<file path="src/rtl/btn_press_decoder_if.sv">
// Pin-side and event-side signals of the button press decoder.
// The decoder takes the slave modport; whoever drives the pin and consumes events takes master.
interface btn_press_decoder_if;
   logic btn_n;
   logic pressed;
   logic short_press;
   logic long_press;
   logic repeat_press;

   modport master (
      output btn_n,
      input  pressed,
      input  short_press,
      input  long_press,
      input  repeat_press
   );

   modport slave (
      input  btn_n,
      output pressed,
      output short_press,
      output long_press,
      output repeat_press
   );
endinterface

</file>
<file path="src/rtl/btn_press_decoder.sv">
// Raw active-low button pin -> synchronised, debounced level plus single-cycle
// short / long / auto-repeat press events for the colour/PWM sequencer.
//
// state     | meaning
// ----------+-----------------------------------------------------------
// ST_IDLE   | button released, waiting for debounced press
// ST_HELD   | press in progress, counting towards long-press threshold
// ST_LONG   | long press reported, emitting repeat pulses until release
module btn_press_decoder #(
   parameter int unsigned DEBOUNCE_COUNT = 480_000,
   parameter int unsigned LONG_COUNT     = 48_000_000,
   parameter int unsigned REPEAT_COUNT   = 12_000_000
) (
   input logic                CLK,
   input logic                RST_N,
   btn_press_decoder_if.slave bus
);

   localparam logic [1:0] ST_IDLE = 2'd0;
   localparam logic [1:0] ST_HELD = 2'd1;
   localparam logic [1:0] ST_LONG = 2'd2;

   localparam logic [31:0] DB_LAST   = 32'(DEBOUNCE_COUNT - 1);
   localparam logic [31:0] LONG_LAST = 32'(LONG_COUNT - 1);
   localparam logic [31:0] REP_LAST  = (REPEAT_COUNT == 0) ? 32'd0 : 32'(REPEAT_COUNT - 1);

   logic        s1_q, s1_d;
   logic        s2_q, s2_d;
   logic        raw;
   logic        pressed_q, pressed_d;
   logic [31:0] db_cnt_q, db_cnt_d;
   logic [1:0]  state_q, state_d;
   logic [31:0] hold_cnt_q, hold_cnt_d;
   logic [31:0] rep_cnt_q, rep_cnt_d;
   logic        short_q, short_d;
   logic        long_q, long_d;
   logic        repeat_q, repeat_d;

   assign raw = ~s2_q;

   always_comb begin
      s1_d      = bus.btn_n;
      s2_d      = s1_q;
      pressed_d = pressed_q;
      db_cnt_d  = '0;
      // Any cycle where raw agrees with the debounced level restarts the count.
      if (raw != pressed_q) begin
         if (db_cnt_q == DB_LAST) begin
            pressed_d = raw;
         end else begin
            db_cnt_d = db_cnt_q + 32'd1;
         end
      end
   end

   always_comb begin
      state_d    = state_q;
      hold_cnt_d = hold_cnt_q;
      rep_cnt_d  = rep_cnt_q;
      short_d    = 1'b0;
      long_d     = 1'b0;
      repeat_d   = 1'b0;
      case (state_q)
         ST_IDLE: begin
            if (pressed_q) begin
               state_d    = ST_HELD;
               hold_cnt_d = '0;
            end
         end
         ST_HELD: begin
            // Release is tested first so it wins over reaching the long threshold.
            if (!pressed_q) begin
               short_d = 1'b1;
               state_d = ST_IDLE;
            end else if (hold_cnt_q == LONG_LAST) begin
               long_d    = 1'b1;
               rep_cnt_d = '0;
               state_d   = ST_LONG;
            end else begin
               hold_cnt_d = hold_cnt_q + 32'd1;
            end
         end
         ST_LONG: begin
            if (!pressed_q) begin
               state_d = ST_IDLE;
            end else if (REPEAT_COUNT != 0) begin
               if (rep_cnt_q == REP_LAST) begin
                  repeat_d  = 1'b1;
                  rep_cnt_d = '0;
               end else begin
                  rep_cnt_d = rep_cnt_q + 32'd1;
               end
            end
         end
         default: begin
            state_d = ST_IDLE;
         end
      endcase
   end

   always_ff @(posedge CLK or negedge RST_N) begin
      if (!RST_N) begin
         s1_q       <= 1'b1;
         s2_q       <= 1'b1;
         pressed_q  <= 1'b0;
         db_cnt_q   <= '0;
         state_q    <= ST_IDLE;
         hold_cnt_q <= '0;
         rep_cnt_q  <= '0;
         short_q    <= 1'b0;
         long_q     <= 1'b0;
         repeat_q   <= 1'b0;
      end else begin
         s1_q       <= s1_d;
         s2_q       <= s2_d;
         pressed_q  <= pressed_d;
         db_cnt_q   <= db_cnt_d;
         state_q    <= state_d;
         hold_cnt_q <= hold_cnt_d;
         rep_cnt_q  <= rep_cnt_d;
         short_q    <= short_d;
         long_q     <= long_d;
         repeat_q   <= repeat_d;
      end
   end

   assign bus.pressed      = pressed_q;
   assign bus.short_press  = short_q;
   assign bus.long_press   = long_q;
   assign bus.repeat_press = repeat_q;

endmodule

</file>
<file path="src/flat_wrapper.sv">
// flat-port wrapper written by rule: the top's interface ports become plain ports
module btn_press_decoder_flat 
#(
   parameter int unsigned DEBOUNCE_COUNT = 480_000,
   parameter int unsigned LONG_COUNT     = 48_000_000,
   parameter int unsigned REPEAT_COUNT   = 12_000_000
)
  (CLK, RST_N, bus_btn_n, bus_pressed, bus_short_press, bus_long_press, bus_repeat_press);
  btn_press_decoder_if bus_i ();
  input logic CLK;
  input logic RST_N;
  input wire logic [$bits(bus_i.btn_n)-1:0] bus_btn_n;
  output wire logic [$bits(bus_i.pressed)-1:0] bus_pressed;
  output wire logic [$bits(bus_i.short_press)-1:0] bus_short_press;
  output wire logic [$bits(bus_i.long_press)-1:0] bus_long_press;
  output wire logic [$bits(bus_i.repeat_press)-1:0] bus_repeat_press;
  assign bus_i.btn_n = bus_btn_n;
  assign bus_pressed = bus_i.pressed;
  assign bus_short_press = bus_i.short_press;
  assign bus_long_press = bus_i.long_press;
  assign bus_repeat_press = bus_i.repeat_press;
  btn_press_decoder #(.DEBOUNCE_COUNT(DEBOUNCE_COUNT), .LONG_COUNT(LONG_COUNT), .REPEAT_COUNT(REPEAT_COUNT)) u_core (.CLK(CLK), .RST_N(RST_N), .bus(bus_i));
endmodule
</file>
<file path="config.mk">
export PLATFORM = sky130hd
export DESIGN_NAME = btn_press_decoder_flat
export DESIGN_NICKNAME = d
export VERILOG_FILES = /design/src/rtl/btn_press_decoder_if.sv /design/src/rtl/btn_press_decoder.sv /design/src/flat_wrapper.sv
export SDC_FILE = /design/constraint.sdc
export NUM_CORES = 1
export LEC_CHECK = 0
export BUFFER_PORTS_ARGS = -buffer_cell sky130_fd_sc_hd__buf_2
export CORE_AREA = 2 2 103 105
export CTS_BUF_LIST = sky130_fd_sc_hd__clkbuf_16
export DETAILED_ROUTE_END_ITERATION = 10
export DIE_AREA = 0 0 105 107
export HOLD_SLACK_MARGIN = 0.02
export PLACE_DENSITY = 0.69
export SKIP_LAST_GASP = 1
export SLEW_MARGIN = 20
export SYNTH_ARGS = -nofsm -noshare
export SYNTH_HDL_FRONTEND = slang
export SYNTH_SLANG_ARGS = --single-unit
</file>
<file path="constraint.sdc">
create_clock -name CLK -period 3.08 [get_ports CLK]
set_clock_uncertainty 0.05 [all_clocks]
set_input_delay 0.77 -clock CLK [delete_from_list [all_inputs] [get_ports CLK]]
set_output_delay 0.77 -clock CLK [all_outputs]
set_load 0.01 [all_outputs]
</file>
[Word level (Yosys, flattened, before mapping)]
Cells that the tools add are included.
Operators by class
  $add $sub $neg: 3
  equal/unequal tests: 13
  multiplexer cells: 24
  bitwise logic cells: 1
  reductions and logical operators: 7
Operator list (count)
  $mux W32: 9
  $pmux W32 S2: 2
  $add A32 B1 Y32 const B: 3
  $eq A32 B19 Y1 const B: 1
  $eq A32 B24 Y1 const B: 1
  $eq A32 B26 Y1 const B: 1
  $mux W1: 8
  $mux W2: 4
  $ne A2 B1 Y1 const B: 4
  $reduce_and A4 Y1: 2
  $pmux W2 S3: 1
  $ne A2 B2 Y1 const B: 2
  $reduce_bool A2 Y1: 2
  $ne A3 B3 Y1 const B: 1
  $reduce_and A3 Y1: 1
  $eq A2 B1 Y1 const B: 1
  $eq A2 B2 Y1 const B: 1
  $logic_not A2 Y1: 1
  $reduce_and A2 Y1: 1
  $ne A1 B1 Y1: 1
  $not A1 Y1: 1
Storage, ports and cells
  bits in registers: 104
  output and inout bits: 4
  word-level logic and storage cells: 58

[Longest topological paths before layout]
Gate-level depths: netlist (run 1).
  depth after elaboration: 4
  depth in mapped cells: 9
  gate-level depth less buffers: 7

[Worst setup path after synthesis (run 1)]
No wires, ideal clock.
  path kind: flip-flop to flip-flop
  start: register u_core.hold_cnt_q[27]
  end: register u_core.rep_cnt_q[25]
  data arrival time: 2.066 ns
  data required time: 2.906 ns
  path slack: 0.840 ns
  stages on the path, launching flop included: 7
  buffers on the path: 1
  period minus slack after synthesis: 2.240 ns
  cells stage by stage: dfrtp_1 or4_4 nor4_4 nand4_2 and2_1 buf_2 a211o_1
On the way
  cells in the longest elaborated chain, start to end: 3
Ends and longest elaborated chain
  start: declaration: RTL line btn_press_decoder.sv:33  | logic [31:0] hold_cnt_q, hold_cnt_d;
  start signal: assignment: RTL line btn_press_decoder.sv:119  | hold_cnt_q <= hold_cnt_d;
  $eq A32 B26 Y1: RTL line btn_press_decoder.sv:75  | end else if (hold_cnt_q == LONG_LAST) begin
  $ne A2 B1 Y1 (no source line)
  $reduce_and A4 Y1 (no source line)
  end signal: assignment: RTL line btn_press_decoder.sv:120  | rep_cnt_q <= rep_cnt_d;
  end: declaration: RTL line btn_press_decoder.sv:34  | logic [31:0] rep_cnt_q, rep_cnt_d;
No other way between the ends.
A chain may end at the register's enable or synchronous reset.

[Worst setup path in the final report (run 1)]
  start: register u_core.hold_cnt_q[27]
  end: register u_core.rep_cnt_q[7]
Same word-level chain as after synthesis.

==> results of run 1 <==
==> layout by cell type, fill, tap and decap left out, types with 11 or more instances in the layout <==
master     n
nand4_1   42
inv_1     15
nor2_1    79
and3_1    19
buf_4     11
a21oi_1   17
nand3_1   41
nand2_1   33
xor2_1    42
or3_1     12
nor3_1    18
xnor2_1   17
nor4_1    13
dfrtp_1  102
==> Yosys cell counts (all sizes together) (6+ instances only) <==
library cell and number:
o21ai 15, nand3 41, nor2 79, and2 6, dfrtp 102, xor2 42, xnor2 17, or4 7
inv 16, nor3 18, a22oi 7, or3 12, mux2i 6, nand4 44, nand2 33, a21oi 17
and3 21, clkbuf 21, and4 8, nor4 14
==> area by class of cell <==
class                      instances  area, um^2
inverter                          16       60.06
multi-input combinational        441        2716
tap                              136       170.2
clock inverter                     7       76.32
fill                             920        4111
sequential                       104        2605
clock buffer                       9       225.2
timing repair buffer              17       127.6
==> cell families after synthesis <==
group	after synthesis	synth area share, %
AND/OR/NAND/NOR	302	29.73
adder cells (fa/ha/maj)	3	0.6850
AO/OA/AOI/OAI	71	8.630
buffers and inverters	41	2.899
XOR/XNOR	59	9.429
multiplexers	6	1.096
flip-flops	104	47.53
==> worst min path at each step <==
stage,to
final,u_core.s2_q
after detailed placement,u_core.s2_q
after global placement,u_core.s2_q
after floorplan,u_core.s2_q
after global routing,u_core.s2_q
after CTS,u_core.s2_q
==> layer usage <==
layer	vias up	wire (um)	GRT usage [%]
li1	2127	-	-
met1	2150	5592	31.33
met3	14	429	5.714
met2	82	5310	34.42
met4	0	144	7.714
met5	-	0	0
==> stage by stage <==
step	total power, mW	cells	setup slack [ns]	cell area [um^2]
global route	2.675	730	0.3251	5981
detailed placement	1.447	714	0.5420	5679
CTS	2.613	730	0.5388	5981
floorplan	1.412	586	0.8397	5480
global placement	1.446	714	0.6082	5679
finish	2.576	730	0.5489	5981
==> worst register-to-register path, cell delays in order (launching register included) <==
cell     delay [ns]
dfrtp_1        0.42
or4_4          0.56
nor4_4         0.38
nand4_2        0.31
o21ai_1        0.55
nor2_1         0.12
==> power breakdown <==
part | switching, mW | internal, mW | total, mW
clock | 0.520 | 0.639 | 1.16
sequential | 0.00398 | 1.37 | 1.37
combinational | 0.0352 | 0.00842 | 0.0436
total | 0.559 | 2.02 | 2.58
==> state kept, by name, indices dropped and copies added, names as in the netlist <==
| register | count |
|---|---|
| u_core.bus.repeat_press | 1 |
| u_core.rep_cnt_q | 32 |
| u_core.db_cnt_q | 32 |
| u_core.bus.long_press | 1 |
| u_core.bus.pressed | 1 |
| u_core.hold_cnt_q | 32 |
| u_core.s1_q | 1 |
| u_core.bus.short_press | 1 |
| u_core.state_q | 2 |
| u_core.s2_q | 1 |
==> results.md, run 1 <==
* Status: finished, final reports clean
* CTS Buf Count at 9
* Antenna cells at 0
* Mapped Cells at 586
* # rows at 37
* Fin. Hold Viols at 0
* Final hold slack at 0.3065 ns
* Slew @ Worst Pin at 0.9086 ns
* Critical path endpoint category: flip-flop
* CP required at 3.24 ns
* Slowest stage delay, CP at 0.56 ns
* Nets at 595
* Flops & latches, synth at 104
* Synth top area share at 46.58%
* CP Depth at 5
* Vias in the first global route at 4,194
* Detailed Routing Iterations Pass 1 at 5
* Yosys Warn Count at 0
* Hold Path Depth at 0
* Lkg Pwr at 2.611 nW
* GRT overflow at 0
* Cts hold-fix bufs at 0
* HP Start: u_core.s1_q
* Critical R2R Capture: u_core.rep_cnt_q[7]
* Hold Path Class: flip-flop to flip-flop
* Post-synth top area cell: dfrtp_1
* Post-CTS Resized at 0
* Worst rel slew slack at 39.20%
* Post-DRT Antenna Nets at 0
* Ys flop type: dfrtp_1
* Reg2Reg Depth at 5
* Number of DRC markers in iteration 0 at 247
* Largest net degree at the start of global routing at 44
* Die H at 107 um
* Top delay family on crit path: simple AND/OR/NAND/NOR gates
* Yosys cell types at 51
* Worst R2R Setup Slack at 0.55 ns
* Final setup viols at 0
* Clock Path Buffers at 2
* Max-cap violations at 0
* Syn Area/Cell at 9.352 um^2
* Post-layout util at 59.26%
* Async set or reset register ratio after synthesis at 100.0%
* Detailed Place HPWL at 7989 um
* Count of pins over their slew limit at 0
* PD cells at 430.7 mW/mm^2
* Share of cells above drive strength 1 at 7.407%
* Area contributors post-synth: dfrtp_1 (47%), xor2_1 (6.7%), nor2_1 (5.4%), nand4_1 (4.8%), nand3_1 (3.7%)
* CP bufs+invs at 0
* DRC at 0
* Crit-path cells: or4_4 > nor4_4 > nand4_2 > o21ai_1 > nor2_1
* Tcrit/Tclk final at 82.18%
* Starting Density at 54.30%
* Die X at 105 um
* Sequential share of the synthesized area at 47.53%
* Routed wire length at 11,480 um
* Root buffer cell: clkbuf_16
* Final min period at 2.531 ns
* Critical-path maximum fanout at 12
* Maximum VDD drop at 336.8 uV
* Final setup TNS at 0 ns
* CTS clk-pin slew, worst paths at 0.07 ns
* Number of synthesized flops with an enable pin at 0
* Setup crit end: u_core.rep_cnt_q[7]
* Port Buffer Count at 6
* CTS tree: done
* WL/cell at 15.72 um
* Core box area at 0.01009 mm^2
* Die area at 0.01124 mm^2
* Layout area overhead at 9.132%
* Via density at 5.990
* GPL Wtd Cong at 0.8723
* Syn_nets at 592
* IO Pins at 7
* CP startpoint kind: flip-flop
* Max frequency at 395.1 MHz
* Unrepaired setup endpoints after global routing: no
* Tot GR Track Use at 22.51%
* Via count at 4,373
* Initial antenna violation count at 0
* First-pass GRT wire length at 20,330 um
* Clock latency on the worst-skew pair at 0.35 ns
* Worst Setup SP: u_core.hold_cnt_q[27]
* Post-CTS setup buffer count at 0
* H-tree levels at 3
* Critical path type: flip-flop to flip-flop
* TritonCTS Sinks at 104
* Slowest CP cell: or4_4
* Mapped Area at 0.005480 mm^2
* Worst Path Arrival at 2.69 ns
* FF-to-FF Start: u_core.hold_cnt_q[27]
(Power assumes the default switching activity.)
==> run 2, diff against run 1 <==
Settings changed: PLACE_DENSITY 0.69 to 0.72.
Clock period 3.08 ns to 2.2 ns, I/O delays scaled along.
==> run 2 against run 1 <==
Compared with the run above: highest routed layer unchanged; cell area increased by 6.7%; core utilization increased by 4.0 points; sequential share of layout area decreased by 2.7 points; sequential cell count unchanged; critical endpoint is now u_core.rep_cnt_q[8]; global-route usage increased by 1.3 points; non-clock buffer count increased by 44.
==> results.md, run 2 (synthesized netlist as in run 1, its figures left out) <==
* Final setup TNS at 0 ns (unchanged)
* Final WS setup at 0.05324 ns (-0.4957 ns)
* Tcrit/Tclk final at 97.58% (+15 points)
* FILL cells at 845 (-8.2%)
* Cts hold-fix bufs at 0 (unchanged)
* Root buffer cell: clkbuf_16
* CTS tree: done
* Maximum VDD drop at 728.4 uV (+120%)
* Detailed Place HPWL at 8718 um (+9.1%)
* Worst Path Arrival at 2.34 ns (-0.35 ns)
* Die X at 105 um (unchanged)
* Hold Path Class: input port to async pin
* Share of cells above drive strength 1 at 14.73% (+7.3 points)
* Via density at 5.966 (-0.40%)
* Number of DRC markers in iteration 0 at 234 (-5.3%)
* Tot GR Track Use at 23.81% (+1.3 points)
* CTS clk-pin slew, worst paths at 0.07 ns (about the same)
* Clock latency on the worst-skew pair at 0.36 ns (about the same)
* WL/cell at 15.97 um (+1.6%)
* Worst rel slew slack at 54.95% (+16 points)
* Slew @ Worst Pin at 0.6706 ns (-0.2380 ns)
* Detailed Routing Iterations Pass 1 at 5 (unchanged)
* GRT overflow at 0 (unchanged)
* Most frequent cells in the layout: dfrtp_1 (101), nor2_1 (79), buf_4 (51)
* Port Buffer Count at 6 (unchanged)
* Count of pins over their slew limit at 0 (unchanged)
* # rows at 37 (unchanged)
* IO Pins at 7 (unchanged)
* Largest net degree at the start of global routing at 34 (-23%)
* Core box area at 0.01009 mm^2 (unchanged)
* GPL Wtd Cong at 0.8651 (-0.83%)
* Critical path endpoint category: flip-flop
* Routed wire length at 12,360 um (+7.7%)
* Biggest regs: u_core.db_cnt_q: 32 flops, u_core.hold_cnt_q: 32 flops, u_core.rep_cnt_q: 32 flops
* Critical-path maximum fanout at 15 (+3)
* Max frequency at 465.8 MHz (+18%)
* First-pass GRT wire length at 21,510 um (+5.8%)
* Slowest CP cell: or4_4
* Max-cap violations at 0 (unchanged)
* CTS Buf Count at 9 (unchanged)
* DRC at 0 (unchanged)
* Layout area overhead at 16.48%
* Vias in the first global route at 4,555 (+8.6%)
* Lkg Pwr at 2.852 nW (+9.2%)
* PD cells at 569.7 mW/mm^2 (+32%)
* Via count at 4,618 (+5.6%)
* Nets at 639 (+7.4%)
* Status: finished, final reports clean
* Critical path type: flip-flop to flip-flop
* Post-DRT Antenna Nets at 0 (unchanged)
* Antenna cells at 0 (unchanged)
* Clock Path Buffers at 2 (unchanged)
* CP startpoint kind: flip-flop
* Crit-path cells: or4_4 > nor4_4 > nand4_2 > buf_12 > a22o_1 > a22o_1
* Starting Density at 54.30% (unchanged)
* Placed cells at 758 (+6.2%)
* Pre-CTS setup slack at 0.02266 ns (-0.5193 ns)
* Die area at 0.01124 mm^2 (unchanged)
* H-tree levels at 3 (unchanged)
* Final setup viols at 0 (unchanged)
* Finished Layout Cells at 774 (+6.0%)
* Slowest stage delay, CP at 0.55 ns (about the same)
* Initial antenna violation count at 0 (unchanged)
* CP required at 2.40 ns (-0.84 ns)
* Fin. Hold Viols at 0 (unchanged)
* Die H at 107 um (unchanged)
* Final min period at 2.147 ns (-0.3843 ns)
* Most common cell after layout, fill and taps aside: dfrtp_1
* Cell mode on critical path: a22o_1
* Unrepaired setup endpoints after global routing: yes
* TritonCTS Sinks at 104 (unchanged)
==> run 2: cell count changes in the layout (fill, tap and decap cells not counted), moves of 2 or more <==
cell        before  now
clkinvlp_4       0    2
or4_4            1    3
or4_1            6    4
buf_12           1    5
buf_4           11   51
==> run 2: timing repair <==
item | CTS | global route
setup buffers | 0 | 0
resized for setup | 0 | 6
setup endpoints to repair | 0 | 22
==> run 2: per-layer routing <==
| metal | wire length, um | vias to the layer above | global-route usage (%) |
|---|---|---|---|
| li1 | - | 2223 | - |
| met1 | 5567 | 2265 | 31.22 |
| met2 | 6118 | 115 | 39.52 |
| met3 | 507 | 15 | 5.228 |
| met4 | 169 | 0 | 7.714 |
| met5 | 0 | - | 0 |
==> run 2: worst max-delay path, delay by kind of cell, from the launching register on <==
family | cells | cell delay (ns)
AO/OA/AOI/OAI | 2 | 0.40
buffers and inverters | 1 | 0.20
AND/OR/NAND/NOR | 3 | 1.01
flip-flops | 1 | 0.38
==> run 2: worst paths after layout <==
path / endpoint / start / cells after the start / slack [ns]
worst max-delay path: u_core.rep_cnt_q[8] / u_core.hold_cnt_q[29] / 6 / 0.05
worst min-delay path: u_core.hold_cnt_q[18] / RST_N / 1 / 0.08
worst max register to register: u_core.rep_cnt_q[8] / u_core.hold_cnt_q[29] / 6 / 0.05
worst min register to register: u_core.s2_q / u_core.s1_q / 0 / 0.32
max in group asynchronous: u_core.bus.pressed / RST_N / 2 / 1.45
min in group CLK: u_core.s1_q / bus_btn_n / 1 / 0.25
==> run 2: power by group <==
| group | internal [mW] | leakage, nW | switching, mW |
|---|---|---|---|
| Sequential | 1.92 | 1.44 | 0.00577 |
| Clock | 0.895 | 0.142 | 0.748 |
| Combinational | 0.0189 | 1.27 | 0.0513 |
| Total | 2.83 | 2.85 | 0.805 |
==> run 2: per-stage QoR <==
step	power [mW]	instance area (um^2)	utilization, %	hold WS, ns
2_1_floorplan	1.976	5484	-	0.2044
3_3_place_gp	2.034	6063	60.08	0.3110
3_5_place_dp	2.035	6063	60.08	0.3115
4_1_cts	3.691	6366	63.08	0.07683
5_1_grt	3.775	6384	63.25	0.09708
6_report	3.637	6384	63.25	0.07504
==> run 2: cell type report <==
class                   count  area (um^2)  share of cell area, %
clock buffers               9        225.2                  3.528
clock inverters             7        77.57                  1.215
inverters                  16        60.06                 0.9408
multi-input cells         441         2736                  42.87
flip-flops and latches    104         2606                  40.83
well taps                 136        170.2                  2.666
repair buffers             61        508.0                  7.958
==> run 3, diff against run 2 <==
Settings changed: CORE_AREA 2 2 103 105 to 4 4 123 125, DIE_AREA 0 0 105 107 to 0 0 127 129, PLACE_DENSITY 0.72 to 0.55.
==> run 3 against run 2 <==
Compared with the run above: hold slack improved by 0.20 ns; highest routed layer unchanged; largest cell class unchanged; cell area increased by 3.8%; global-route usage decreased by 7.6 points.
==> results.md, run 3 (synthesized netlist as in run 1, its figures left out) <==
* Via density at 5.547 (-7.0%)
* HP Start: bus_btn_n
* Biggest regs: u_core.db_cnt_q: 32 flops, u_core.hold_cnt_q: 32 flops, u_core.rep_cnt_q: 32 flops
* CTS clk-pin slew, worst paths at 0.07 ns (about the same)
* Worst rel slew slack at 63.01% (+8.1 points)
* Post-DRT Antenna Nets at 0 (unchanged)
* Worst R2R Setup Slack at 0.02 ns (-0.03 ns)
* Post-layout util at 47.75% (-16 points)
* Final setup viols at 0 (unchanged)
* Max-cap violations at 0 (unchanged)
* Root buffer cell: clkbuf_16
* First-pass GRT wire length at 21,740 um (+1.0%)
* CTS tree: done
* Critical R2R Capture: u_core.rep_cnt_q[8]
* Finished Layout Cells at 830 (+7.2%)
* Detailed Place HPWL at 8824 um (+1.2%)
* Placed Area at 0.006146 mm^2 (+1.4%)
* Status: finished, final reports clean
* Final hold slack at 0.2728 ns (+0.1977 ns)
* Critical-path maximum fanout at 5 (-10)
* Clock latency on the worst-skew pair at 0.35 ns (about the same)
* Unrepaired setup endpoints after global routing: yes
* FILL cells at 1,317 (+56%)
* Hold Path Class: input port to flip-flop
* Largest net degree at the start of global routing at 60 (+76%)
* WL/cell at 15.43 um (-3.4%)
* Antenna cells at 0 (unchanged)
* DRC at 0 (unchanged)
* Maximum VDD drop at 396.4 uV (-46%)
* Final min period at 2.177 ns (+0.03049 ns)
* Final setup TNS at 0 ns (unchanged)
* Critical path endpoint category: flip-flop
* CP required at 2.39 ns (about the same)
* Critical path type: flip-flop to flip-flop
* Tot GR Track Use at 16.19% (-7.6 points)
* Vias in the first global route at 4,445 (-2.4%)
* Reg2Reg Depth at 6 (unchanged)
* IO Pins at 7 (unchanged)
* Fin. Hold Viols at 0 (unchanged)
* Share of cells above drive strength 1 at 18.00% (+3.3 points)
* CTS Buf Count at 9 (unchanged)
* Number of DRC markers in iteration 0 at 363 (+55%)
* Detailed Routing Iterations Pass 1 at 5 (unchanged)
* Clock Path Buffers at 2 (unchanged)
* FF-to-FF Start: u_core.hold_cnt_q[17]
* Core box area at 0.01388 mm^2 (+38%)
* Slew @ Worst Pin at 0.5498 ns (-0.1208 ns)
* Final WS setup at 0.02275 ns (-0.03049 ns)
* Post-route cell area at 0.006628 mm^2 (+3.8%)
* Layout area overhead at 20.94%
* Die area at 0.01638 mm^2 (+46%)
* Worst Path Arrival at 2.36 ns (+0.02 ns)
* Hold Path Sink: u_core.s1_q
* Placed cells at 809 (+6.7%)
* Via count at 4,604 (-0.30%)
* Port Buffer Count at 6 (unchanged)
* TritonCTS Sinks at 104 (unchanged)
* Max frequency at 459.3 MHz (-1.4%)
* # rows at 43 (+16%)
* Initial antenna violation count at 0 (unchanged)
* Most common cell after layout, fill and taps aside: dfrtp_1
* GRT overflow at 0 (unchanged)
* Hold Path Depth at 1
* Routed wire length at 12,800 um (+3.6%)
* Total power at 3.660 mW (+0.64%)
* Pre-CTS setup slack at -0.01454 ns (-0.03720 ns)
* Die H at 129 um (+21%)
* Lkg Pwr at 2.957 nW (+3.7%)
* CP startpoint kind: flip-flop
* Starting Density at 39.48% (-15 points)
* Tcrit/Tclk final at 98.97% (+1.4 points)
* PD cells at 552.2 mW/mm^2 (-3.1%)
* Die X at 127 um (+21%)
* Most frequent cells in the layout: dfrtp_1 (102), nor2_1 (79), buf_4 (59)
* Nets at 651 (+1.9%)
* Count of pins over their slew limit at 0 (unchanged)
* H-tree levels at 3 (unchanged)
* GPL Wtd Cong at 0.8451 (-2.3%)
run 3: cell types whose count changed in the layout (fill, tap and decap cells not counted), sizes merged:
cell	delta
bufinv	+1
buf	+10
dlygate4sd3	+1
clkinvlp	-2
clkbuf	+1
clkinv	+1
run 3: power breakdown:
part           leakage, nW  internal, mW  total (mW)  switching (mW)
registers             1.44          1.92        1.92         0.00547
clock network        0.161         0.980        1.66           0.684
logic                 1.35        0.0193      0.0721          0.0528
run 3: final cells by class:
class	count	area, um^2	area share [%]
multi-input cells	441	2826	42.65
flip-flops and latches	104	2605	39.31
repair buffers	73	605.6	9.137
clock buffers	9	225.2	3.398
well taps	180	225.2	3.398
clock inverters	7	80.08	1.208
inverters	16	60.06	0.9062
run 3: worst max-delay path: stages, from the launching register on:
cell and delay, ns:
dfrtp_1 0.38, or4_4 0.54, nor4_4 0.33, nand4_4 0.21
buf_6 0.19, a22o_1 0.17, a22o_1 0.20
run 3: worst max-delay path by stage:
stage                           from                    end  slack, ns
2_1_floorplan   u_core.rep_cnt_q[11]   u_core.rep_cnt_q[25]      0.007
3_3_place_gp   u_core.hold_cnt_q[29]    u_core.rep_cnt_q[8]      0.008
3_5_place_dp   u_core.hold_cnt_q[29]    u_core.rep_cnt_q[8]      -0.01
4_1_cts        u_core.hold_cnt_q[27]    u_core.rep_cnt_q[8]      -0.01
5_1_grt        u_core.hold_cnt_q[17]  u_core.hold_cnt_q[11]      -0.06
6_report       u_core.hold_cnt_q[17]    u_core.rep_cnt_q[8]       0.02
run 3: routing by layer:
metal / vias up / GRT usage, % / wire, um
met2: 89 / 24.81 / 5860
met5: - / 0 / 0
li1: 2243 / - / -
met3: 17 / 2.740 / 401
met1: 2255 / 23.21 / 6332
met4: 0 / 5.868 / 210
run 3: timing repair:
action / in CTS / in global routing
pin swaps: 2 / 16
hold buffers: 1 / 0
hold endpoints to repair: 5 / 0
endpoints found under the setup margin: 4 / 34
cloned: 0 / 2
buffers inserted: 1 / 1
resized for setup: 0 / 32
